`src/rtl/shift_ctrl_pkg.sv`:
```
// Shared encodings for the shift-register command sequencer.
package shift_ctrl_pkg;
  localparam int WIDTH_DEF = 4;
  localparam int CNT_W_DEF = 4;

  typedef enum logic [1:0] {
    OP_NOP  = 2'b00,
    OP_LOAD = 2'b01,
    OP_SHL  = 2'b10,
    OP_SHR  = 2'b11
  } op_e;

  typedef enum logic [1:0] {
    ST_IDLE = 2'b00,
    ST_EXEC = 2'b01,
    ST_DONE = 2'b10
  } state_e;
endpackage

```
`src/rtl/cmd_fifo.sv`:
```
// Synchronous command FIFO; push/pop are self-guarded against full/empty.
module cmd_fifo #(
  parameter  int DEPTH = 4,
  parameter  int EW    = 10,
  localparam int AW    = $clog2(DEPTH)
) (
  input  logic          clk,
  input  logic          rst,
  input  logic          push,
  input  logic          pop,
  input  logic [EW-1:0] wr_data,
  output logic [EW-1:0] rd_data,
  output logic          full,
  output logic          empty,
  output logic [AW:0]   level
);
  logic [DEPTH-1:0][EW-1:0] mem;
  logic [AW-1:0]            wr_ptr, rd_ptr;
  logic                     do_push, do_pop;

  assign full    = (level == (AW+1)'(DEPTH));
  assign empty   = (level == '0);
  assign do_push = push && !full;
  assign do_pop  = pop && !empty;
  assign rd_data = mem[rd_ptr];

  // Pointers wrap naturally because DEPTH is a power of two.
  always_ff @(posedge clk or posedge rst) begin
    if (rst) begin
      mem    <= '0;
      wr_ptr <= '0;
      rd_ptr <= '0;
      level  <= '0;
    end else begin
      if (do_push) begin
        mem[wr_ptr] <= wr_data;
        wr_ptr      <= wr_ptr + 1'b1;
      end
      if (do_pop) rd_ptr <= rd_ptr + 1'b1;
      if (do_push && !do_pop)      level <= level + 1'b1;
      else if (do_pop && !do_push) level <= level - 1'b1;
    end
  end
endmodule

```
`src/rtl/shift_reg_ctrl.sv`:
```
// Command sequencer: queues LOAD/SHL/SHR commands and expands them into
// single-cycle strobes for a shift register, pulsing done per command.
module shift_reg_ctrl
  import shift_ctrl_pkg::*;
#(
  parameter int WIDTH = WIDTH_DEF,
  parameter int CNT_W = CNT_W_DEF,
  parameter int DEPTH = 4
) (
  input  logic                     clk,
  input  logic                     rst,
  input  logic                     cmd_valid,
  output logic                     cmd_ready,
  input  logic [1:0]               cmd_op,
  input  logic [WIDTH-1:0]         cmd_data,
  input  logic [CNT_W-1:0]         cmd_cnt,
  output logic                     ld,
  output logic                     sl,
  output logic                     sr,
  output logic [WIDTH-1:0]         d_out,
  output logic [CNT_W-1:0]         s_cnt_out,
  output logic                     busy,
  output logic                     done,
  output logic [$clog2(DEPTH):0]   level
);
  localparam int EW = 2 + WIDTH + CNT_W;

  logic             push, pop, full, empty, shift_act;
  logic [EW-1:0]    rd_entry;
  state_e           state, state_nx;
  op_e              op_r;
  logic [WIDTH-1:0] data_r;
  logic [CNT_W-1:0] cnt_r, remaining;

  assign cmd_ready = !full;
  assign push      = cmd_valid && cmd_ready;
  assign pop       = (state == ST_IDLE) && !empty;

  cmd_fifo #(.DEPTH(DEPTH), .EW(EW)) u_fifo (
    .clk     (clk),
    .rst     (rst),
    .push    (push),
    .pop     (pop),
    .wr_data ({cmd_op, cmd_data, cmd_cnt}),
    .rd_data (rd_entry),
    .full    (full),
    .empty   (empty),
    .level   (level)
  );

  // remaining==0 covers both a zero-count shift and the idle datapath.
  assign shift_act = (state == ST_EXEC) && (op_r == OP_SHL || op_r == OP_SHR)
                     && (remaining != '0);

  always_comb begin
    state_nx = state;
    case (state)
      ST_IDLE: if (!empty) state_nx = ST_EXEC;
      ST_EXEC: state_nx = (shift_act && remaining != CNT_W'(1)) ? ST_EXEC : ST_DONE;
      ST_DONE: state_nx = ST_IDLE;
      default: state_nx = ST_IDLE;
    endcase
  end

  always_ff @(posedge clk or posedge rst) begin
    if (rst) begin
      state     <= ST_IDLE;
      op_r      <= OP_NOP;
      data_r    <= '0;
      cnt_r     <= '0;
      remaining <= '0;
    end else begin
      state <= state_nx;
      if (pop) begin
        op_r      <= op_e'(rd_entry[EW-1 -: 2]);
        data_r    <= rd_entry[CNT_W +: WIDTH];
        cnt_r     <= rd_entry[CNT_W-1:0];
        remaining <= rd_entry[CNT_W-1:0];
      end else if (shift_act) begin
        remaining <= remaining - 1'b1;
      end
    end
  end

  // Moore outputs: everything decodes from registered state, so rst drops them at once.
  assign ld        = (state == ST_EXEC) && (op_r == OP_LOAD);
  assign sl        = shift_act && (op_r == OP_SHL);
  assign sr        = shift_act && (op_r == OP_SHR);
  assign d_out     = ld ? data_r : '0;
  assign s_cnt_out = shift_act ? CNT_W'(1) : '0;
  assign done      = (state == ST_DONE);
  assign busy      = (state != ST_IDLE) || (level != '0);
endmodule

```
`config.mk`:
```
export PLATFORM = sky130hd
export DESIGN_NAME = shift_reg_ctrl
export DESIGN_NICKNAME = d
export VERILOG_FILES = /design/src/rtl/shift_ctrl_pkg.sv /design/src/rtl/cmd_fifo.sv /design/src/rtl/shift_reg_ctrl.sv
export SDC_FILE = /design/constraint.sdc
export NUM_CORES = 1
export LEC_CHECK = 0
export ABC_AREA = 1
export ABC_CLOCK_PERIOD_IN_PS = 2700
export BUFFER_PORTS_ARGS = -buffer_cell sky130_fd_sc_hd__buf_2
export CAP_MARGIN = 20
export CORE_ASPECT_RATIO = 1.1
export CORE_MARGIN = 3
export CORE_UTILIZATION = 59
export DETAILED_ROUTE_END_ITERATION = 8
export PLACE_DENSITY = 0.8
export SETUP_SLACK_MARGIN = 0.05
export SLEW_MARGIN = 20
export SYNTH_ARGS = -nofsm -noshare
export SYNTH_HDL_FRONTEND = slang
export SYNTH_HIERARCHICAL = 1
export SYNTH_SLANG_ARGS = --single-unit
```
`constraint.sdc`:
```
create_clock -name clk -period 2.7 [get_ports clk]
set_clock_uncertainty 0.2 [all_clocks]
set_input_delay 0.54 -clock clk [delete_from_list [all_inputs] [get_ports clk]]
set_output_delay 0.54 -clock clk [all_outputs]
set_load 0.01 [all_outputs]
```
==> results by group <==
Timing
  • Count of final max-slew check failures: 0
  • Headroom to the max-slew limit: 57.86%
  • Minimum clock period: 2.406 ns
  • Hold Vio Cnt, Final: 0
  • Final setup fails: 0
  • Final period util: between 80% and 90%
  • Fmax achieved: 415.7 MHz
  • Tightest Pin Transition: approximately 0.63 ns
  • Setup TNS: 0 ns
  • Unrepaired setup endpoints after global routing: false

Worst setup path
  • Worst R2R End: u_fifo/level[2]
  • R2R cell count: 14
  • Critical path type: reg2reg
  • CP Launch Type: register
  • Worst EP required: between 2 and 3 ns
  • Flop2flop setup slack: 0.29 ns
  • Worst path arrival time: 2.44 ns
  • Crit. End Element: register
  • Reg2Reg Launch Point: u_fifo/level[0]
  • CP max FO: 20

Finish
  • Nets: 441
  • Fillcell total: 428
  • Inserted Diodes: 0
  • Sequential cell area: about 1500 µm²
  • Most frequent cells in the layout: 128 x nand2_1, 59 x dfrtp_1, 41 x nand4_1
  • Share of post-route cells with drive strength above 1: about 15%
  • Design area: 3468 µm²
  • Multi-input gate area: roughly 1400 µm²
  • P&R area growth vs syn: 8.962%
  • Commonest non-fill, non-tap cell in the layout: nand2_1

Place
  • HPWL after DPL: 4705 µm
  • GP Congestion: 0.8415
  • IO Port Bufs: 26
  • Placed cell area: 3289 µm²

Logic synthesis
  • Synth Instances: 400
  • Syn Area/Cell: 7.958 µm²
  • Number of distinct library cells after synthesis: 30
  • Mapped Area: 3183 µm²
  • Warnings, synthesis: 6
  • Yosys reg bits: a little under 60
  • Sequential share of the synthesized area: between 40% and 50%

Power and ir drop
  • Reg power frac: 35.6%
  • Leakage: 1.849 nW
  • Peak supply drop: 0.0005538 V
  • Power Dens Cells: 1274 nW/µm²
  • Clock share of power: 16.5%
  • Pint: around 2.4 mW
  • Comb power frac: roughly 48%
  • Psw: 1.996 mW
  • Total design power: 4.417 mW
  • Sw Ratio: 45.18%

Drt
  • Via-per-instance ratio: ~5.5
  • DR WL/cell: 14.23 µm
  • Post-route antenna net violation count: 0
  • Via Count: about 2800
  • Pre-antenna DRT Iters: 5
  • Routed Wire Length: 7059 µm
  • Drt initial violations: 210
  • Residual DRC count: 0

CTS
  • Post-CTS Setup Bufs: 0
  • Num CTS Buffers: 9
  • CTS resizes: 0
  • H-tree level count: 3
  • Skew-Pair Late Insertion Delay: 0.34 ns
  • Clk slew on worst S/H paths: ~0.060 ns
  • Hold_buf cts: 0
  • Deepest clock path buffer count: 2
  • Root Buffer: clkbuf_8
  • Sink Count: 59
  • TritonCTS clock tree: done

Global route
  • Largest net degree at the start of global routing: 48
  • Vias in the first global route: 2545
  • Global-route wire length before repair: approximately 12000 µm
  • Initial antenna violation count: 0
  • Total track usage: 24.09%
  • Remaining global-route overflow: 0

Worst hold path
  • Hold Crit Class: in2async

Die
  • Row Count: 27
  • Die Wd: 76.03 µm
  • CORE AREA: roughly 5100 µm²
  • Initial Util: 62.40%
  • Io pins: 30
  • Die area: ~6300 µm²
  • Chip height: about 83 µm

Job
  • Max-capacitance violation count: 0

Run status
  • Run status: finished, final reports clean
worst max path at each step:
stage	endpoint	slack [ns]	cells past startpoint	start
2_1_floorplan	u_fifo/level[2]	0.18	16	u_fifo/level[0]
3_3_place_gp	u_fifo/level[2]	0.39	14	u_fifo/level[0]
3_5_place_dp	u_fifo/level[2]	0.31	14	u_fifo/level[0]
4_1_cts	u_fifo/level[2]	0.30	14	u_fifo/level[0]
5_1_grt	u_fifo/level[2]	0.08	14	u_fifo/level[0]
6_report	u_fifo/level[2]	0.29	14	u_fifo/level[0]
sequential cells by signal (all words and copies together), names as in the netlist:
register	count
u_fifo/mem	40
data_r	4
remaining	4
u_fifo/level	3
op_r	2
state	2
u_fifo/rd_ptr	2
u_fifo/wr_ptr	2
kinds of logic (layout without fill, tap and decap cells):
logic type	after synthesis	in the layout	synth area share, %
xor+xnor	1	1	0.2752
simple gates	236	236	34.32
other cells	1	3	0.1178
flops	59	59	46.38
buf+inv	57	79	9.316
fa+ha+maj	8	8	3.380
compound gates	38	38	6.211
worst max-delay path: stages, from the launching register on:
cell and delay, ns:
dfrtp_1 0.45, nor2_2 0.16, nand2_1 0.11, inv_1 0.07, inv_1 0.05, nand2_4 0.11
inv_4 0.10, nand2_1 0.12, ha_1 0.17, inv_1 0.06, fa_1 0.38, nand2_1 0.11
nand3_1 0.09, nand2_1 0.06, nand2_1 0.04
through the flow:
step,std cells,utilization (%),hold slack [ns],setup WS (ns)
6_report,496,67.99,0.01457,0.2944
5_1_grt,496,67.99,0.05850,0.07544
4_1_cts,496,67.99,0.02618,0.2977
3_5_place_dp,481,64.48,0.2534,0.3135
3_3_place_gp,481,64.48,0.2475,0.3929
2_1_floorplan,402,-,0.2047,0.1792
metal layers:
layer | global-route usage, % | wire length [µm] | up-vias
met5 | 0 | 0 | -
met4 | 10.71 | 126 | 0
met3 | 3.905 | 539 | 13
met2 | 39.44 | 3482 | 119
met1 | 31.67 | 2911 | 1282
li1 | - | - | 1337
synth_stat cells (all sizes together):
master | count | area (µm²)
buf | 21 | 157.6
clkbuf | 4 | 16.26
conb | 1 | 3.750
dfrtp | 59 | 1476
fa | 1 | 20.02
ha | 7 | 87.58
inv | 32 | 122.6
nand2 | 133 | 516.7
nand3 | 16 | 135.1
nand4 | 41 | 256.5
nor2 | 44 | 172.7
nor3 | 1 | 5.000
o21ai | 38 | 197.7
or2 | 1 | 6.260
xnor2 | 1 | 8.760
layout make-up:
cell class,count,area share (%)
Timing Repair Buffer,32,5.050
Sequential cell,59,42.57
Clock inverter,2,0.2886
Inverter,32,3.535
Tap cell,72,2.597
Clock buffer,13,4.870
Multi-Input combinational cell,286,41.09
power by group through the flow:
stage                     Sequential, mW  Combinational, mW  Clock, mW
final                               1.57               2.12      0.728
after global routing                1.62               2.42      0.779
after CTS                           1.57               2.11      0.736
after detailed placement            1.58               2.10          0
after global placement              1.57               2.04          0
after floorplan                     1.53               1.72          0
Power figures use the tool's default switching activity.
